$ cat config.mk
export PLATFORM = sky130hd
export DESIGN_NAME = cache_fill_fsm
export DESIGN_NICKNAME = d
export VERILOG_FILES = /design/src/rtl/cache_fill_fsm_pkg.sv /design/src/rtl/cache_fill_fsm_fill_counter.sv /design/src/rtl/cache_fill_fsm.sv
export SDC_FILE = /design/constraint.sdc
export NUM_CORES = 1
export LEC_CHECK = 0
export CAP_MARGIN = 10
export CORE_MARGIN = 2
export CORE_UTILIZATION = 30
export CTS_CLUSTER_DIAMETER = 40
export DETAILED_ROUTE_END_ITERATION = 10
export PLACE_DENSITY = 0.63
export SYNTH_ARGS = -nofsm -noshare
export SYNTH_HDL_FRONTEND = slang
export SYNTH_SLANG_ARGS = --single-unit
$ cat constraint.sdc
create_clock -name clk -period 1.83 [get_ports clk]
set_input_delay 0.183 -clock clk [delete_from_list [all_inputs] [get_ports clk]]
set_output_delay 0.183 -clock clk [all_outputs]
set_load 0.02 [all_outputs]
$ cat src/rtl/cache_fill_fsm_pkg.sv
// Shared definitions for the cache miss-fill controller: FSM state
// encoding and block geometry.
package cache_fill_fsm_pkg;

  typedef enum logic {
    IDLE = 1'b0,
    FILL = 1'b1
  } fill_state_t;

  // Words per cache block (8 x 16-bit words = 16 bytes).
  localparam int BLOCK_WORDS       = 8;
  // Byte-offset bits inside a block; these are cleared to form the base.
  localparam int BLOCK_OFFSET_BITS = 4;

endpackage : cache_fill_fsm_pkg

$ cat src/rtl/cache_fill_fsm_fill_counter.sv
// Saturating up-counter used to track issued and received words of a
// block fill. Clears asynchronously on reset and synchronously on clr;
// holds once it reaches MAX.
module fill_counter #(
  parameter int W   = 4,
  parameter int MAX = 8
) (
  input  logic         clk,
  input  logic         rst_n,
  input  logic         clr,
  input  logic         en,
  output logic [W-1:0] count
);

  localparam logic [W-1:0] COUNT_MAX = W'(MAX);

  // Count enabled events, stopping at COUNT_MAX; clear has priority.
  always_ff @(posedge clk or negedge rst_n) begin
    // NOTE: sequential state uses non-blocking (<=) so every flop samples
    // pre-edge values; blocking here would create simulation races.
    if (!rst_n) begin
      count <= '0;
    end else if (clr) begin
      count <= '0;
    end else if (en && (count != COUNT_MAX)) begin
      count <= count + W'(1);
    end
  end

endmodule : fill_counter

$ cat src/rtl/cache_fill_fsm.sv
// Miss-fill controller in front of the 4-cycle pipelined main memory.
// On a miss it issues 8 back-to-back word reads for the 16-byte block,
// streams the returned words into the data array in order, writes the
// tag array on the last word and then drops fsm_busy.
module cache_fill_fsm
  import cache_fill_fsm_pkg::*;
#(
  parameter int ADDR_WIDTH = 16,
  parameter int WORD_IDX_W = 3
) (
  input  logic                  clk,
  input  logic                  rst_n,
  input  logic                  miss_detected,
  input  logic [ADDR_WIDTH-1:0] miss_address,
  input  logic [15:0]           memory_data,
  input  logic                  memory_data_valid,
  output logic                  fsm_busy,
  output logic                  mem_enable,
  output logic [ADDR_WIDTH-1:0] memory_address,
  output logic                  write_data_array,
  output logic [WORD_IDX_W-1:0] fill_word,
  output logic [15:0]           fill_data,
  output logic                  write_tag_array
);

  // Counters need one extra bit so they can hold the "all 8 done" value.
  localparam int                    CNT_W       = WORD_IDX_W + 1;
  localparam logic [CNT_W-1:0]      CNT_FULL    = CNT_W'(BLOCK_WORDS);
  localparam logic [CNT_W-1:0]      CNT_LAST    = CNT_W'(BLOCK_WORDS - 1);
  localparam logic [ADDR_WIDTH-1:0] OFFSET_MASK = ADDR_WIDTH'((1 << BLOCK_OFFSET_BITS) - 1);

  fill_state_t           state;
  logic [ADDR_WIDTH-1:0] base;
  logic [CNT_W-1:0]      issue_cnt;
  logic [CNT_W-1:0]      recv_cnt;

  logic filling;
  logic issuing;
  logic receiving;
  logic cnt_clr;

  assign filling   = (state == FILL);
  assign issuing   = filling && (issue_cnt < CNT_FULL);
  // Returns seen outside FILL are stale (e.g. after a mid-fill reset) and
  // are dropped here.
  assign receiving = filling && memory_data_valid && (recv_cnt < CNT_FULL);
  // Both counters sit at zero while idle, so a fill always starts from 0.
  assign cnt_clr   = !filling;

  fill_counter #(
    .W   (CNT_W),
    .MAX (BLOCK_WORDS)
  ) u_issue_cnt (
    .clk   (clk),
    .rst_n (rst_n),
    .clr   (cnt_clr),
    .en    (issuing),
    .count (issue_cnt)
  );

  fill_counter #(
    .W   (CNT_W),
    .MAX (BLOCK_WORDS)
  ) u_recv_cnt (
    .clk   (clk),
    .rst_n (rst_n),
    .clr   (cnt_clr),
    .en    (receiving),
    .count (recv_cnt)
  );

  // Outputs are decoded straight from state/counters so the memory sees
  // a request in the very first FILL cycle.
  assign fsm_busy         = filling;
  assign mem_enable       = issuing;
  // base has a zero low nibble, so base + 2*issue_cnt never carries out
  // of the block.
  assign memory_address   = issuing ? (base + ADDR_WIDTH'({issue_cnt, 1'b0})) : '0;
  assign write_data_array = receiving;
  assign fill_word        = receiving ? recv_cnt[WORD_IDX_W-1:0] : '0;
  assign fill_data        = receiving ? memory_data : '0;
  assign write_tag_array  = receiving && (recv_cnt == CNT_LAST);

  // Control FSM: latch the block base on a miss, return to idle once the
  // last word has been written.
  always_ff @(posedge clk or negedge rst_n) begin
    if (!rst_n) begin
      state <= IDLE;
      base  <= '0;
    end else begin
      case (state)
        IDLE: begin
          if (miss_detected) begin
            state <= FILL;
            base  <= miss_address & ~OFFSET_MASK;
          end
        end
        FILL: begin
          if (write_tag_array) begin
            state <= IDLE;
          end
        end
        default: state <= IDLE;
      endcase
    end
  end

`ifndef SYNTHESIS
  // A return after all 8 words were received means the memory or the
  // parent is out of step with this controller.
  a_no_excess_return : assert property (
    @(posedge clk) disable iff (!rst_n)
      !(filling && memory_data_valid && (recv_cnt == CNT_FULL))
  );
`endif

endmodule : cache_fill_fsm

==> impl_metrics.ini <==
[sta]
rsz0062_at_grt = yes
finalCritPeriodShare = 1.07
final.min_clock_period_ps = 1960
worst_slack_ps = -130
fin_skew_ps = 0.703
hold_viol_final = 0
clock.fmax_mhz = 510
fin_worst_hold_slack_ps = 267
final_max_slew_viol_count = 0
setup_viol = 6

[logic_synthesis]
synth_flop_cell = dfrtp_1
synth-seq-cells = 21
seq_area_frac_synth = 0.394
syn-num-nets = 183
synth-edff-count = 0
avgSynthCellArea_sq_um = 9.45
yosys_warnings = 0
async_flop_share = 1.00
netlist_area_sq_um = 1330
synthCells = 141
yosysUniqueCellTypes = 35

[critical_path]
regToRegEndpoint = base[7]
reg2reg_from = fsm_busy
worstSetupStartpoint = base[4]
path_class = reg2out
crit_end = memory_address[15]
cp_data_arrival_time_ps = 1780
cp_top_family = simple AND/OR/NAND/NOR gates
crit_buf_inv = 1
startpoint_type = flop
reg2reg_depth = 3
crit_cells = 5
crit_fanout = 5
crit_path_end_kind = primary output
regToRegSetupSlack_ps = 590
cpPeakStageDelay_ps = 510
cp_slowest_cell = or4_4
crit_required_ps = 1650
path_cells = ha_4 > nand4_4 > or4_4 > a21oi_2 > buf_4

[run_status]
status = complete, but fails checks
violations = negative setup slack

[clock_tree]
tritoncts = done
hold_buffers = 0
numClockSinks = 21
cts_made_buffers = 3
htree_num_levels = 1
cts_buffer_depth = 2
root_buffer = clkbuf_8
insertion_delay_ps = 260
clkTransAtPathRegs_ps = 70

[global_route]
grt_use_total = 0.166
antenna_found_initial = 0
grt_pass1_vias = 1451
grt_pass1_wl_mm = 6.69
grt_max_degree = 22
globalRouteOverflowTotal = 0

[drt]
firstDrtPassIters = 3
post_drt_wl_per_cell_um = 13.6
vias = 1365
via_per_inst = 4.66
drc = 0
drt_iter0_markers = 36
finalWirelength_mm = 4.00
antenna_left = 0

[layout]
fin_util = 0.545
layout-drive-gt1-share = 0.361
layout.nets = 284
nFillCells = 408
area_growth_pct = 76.7
final_common_cell = buf_4
antenna-diode-count = 0
multi_input_area_sq_um = 855
regArea_sq_um = 528
layout_common_cells = 40 x buf_4, 32 x clkdlybuf4s50_1, 22 x and2_1, 19 x dfrtp_1, 13 x dlygate4sd2_1

[power]
pwr-share-comb = 0.648
p_clk_frac = 0.082
p_per_area_nw_per_um2 = 1550
p_seq_frac = 0.270
swShare = 0.459
ir_worst_vdd_mv = 0.804
leakagePower_nw = 1.09
netSwitchingPower_mw = 1.67
power.internal_mw = 1.97
power_mw = 3.64

[floorplanning]
initial_core_util = 0.308
die_h_um = 70.6
core-area_sq_um = 4320
dieWidth_um = 70.6
pin_count = 75
die-area_sq_um = 4990
rows = 24

[place]
place_hpwl_mm = 3.10
gp_congestion = 0.762
port-buffer-count = 69

[run]
maxCapViolations = 0

[worst_hold_path]
min-delay-path-class = in2async
[sequential cells by signal, indices dropped and copies added, names as in the netlist]
| register | cells |
|---|---|
| base | 12 |
| u_issue_cnt.count | 4 |
| fsm_busy | 1 |
| u_recv_cnt.count | 4 |
[synth_stat cells (2+ instances only)]
cell type,n,area [sq um]
nand2_1,6,22.5
nor2_1,12,45.0
and2_1,22,138
clkbuf_1,4,15.0
a21oi_1,6,30.0
xor2_1,4,35.0
nand4_2,2,25.0
or3_1,2,12.5
o21a_1,2,15.0
o21ai_0,4,20.0
ha_1,6,75.1
or4_1,4,30.0
xnor2_1,4,35.0
mux2_1,5,56.3
inv_1,7,26.3
nor2b_1,3,18.8
nand3_1,2,10.0
dfrtp_1,21,526
mux2_2,5,56.3
o31ai_1,5,37.5
[through the flow]
stage          setup TNS, ps  instance area [sq um]  setup slack [ps]  instances
6_report                -639                   2350              -130        293
3_5_place_dp           -4600                   2280              -441        285
4_1_cts                 -826                   2370              -176        293
5_1_grt                -1120                   2350              -210        293
2_1_floorplan              0                   1340              9.66        141
3_3_place_gp           -3950                   2280              -346        285
[cells by family (layout without fill, tap and decap cells)]
group	count (synthesis)	in the layout	share of synthesized area
flops	21	21	0.394
compound gates	20	20	0.0939
other cells	1	1	0.00281
buf+inv	14	114	0.0432
fa+ha+maj	6	6	0.0563
xor+xnor	8	8	0.0526
mux	11	11	0.0920
simple gates	60	60	0.265
[power groups by stage]
| stage | clock network [mW] | logic [mW] | registers, mW |
|---|---|---|---|
| floorplan | 0 | 1.22 | 0.925 |
| global placement | 0 | 2.43 | 0.912 |
| detailed placement | 0 | 2.49 | 0.934 |
| CTS | 0.316 | 2.39 | 0.966 |
| global route | 0.343 | 2.57 | 1.03 |
| finish | 0.300 | 2.36 | 0.983 |
[worst reg2reg max path, cell delays in order (launching register included)]
cell	delay, ps
dfrtp_1	410
nor2b_1	170
buf_4	210
mux2_2	350
[final cells by class]
| class | count | share of cell area |
|---|---|---|
| flip-flops and latches | 21 | 0.224 |
| multi-input cells | 106 | 0.363 |
| inverters | 8 | 0.0128 |
| clock buffers | 4 | 0.0191 |
| repair buffers | 102 | 0.353 |
| well taps | 52 | 0.0276 |
[how the worst min path moves through the flow]
stage | depth (start not counted) | startpoint | slack [ps] | to
final | 2 | rst_n | 270 | base[10]
after global routing | 2 | rst_n | 290 | base[6]
after CTS | 2 | rst_n | 280 | base[10]
after detailed placement | 2 | u_recv_cnt.count[3] | 540 | u_recv_cnt.count[3]
after global placement | 2 | u_recv_cnt.count[3] | 530 | u_recv_cnt.count[3]
after floorplan | 0 | rst_n | -110 | base[10]
[per-layer routing]
layer | GRT usage | share of wire
met5 | 0 | 0
met4 | 0.0419 | 0.011
met3 | 0.0342 | 0.034
met2 | 0.314 | 0.56
met1 | 0.188 | 0.39
[timing repair]
action / in CTS / in global routing
gates resized for setup: 93 / 38
pin swaps: 5 / 5
buffers inserted: 4 / 2
endpoints found under the setup margin: 37 / 31
Power figures use the tool's default switching activity.
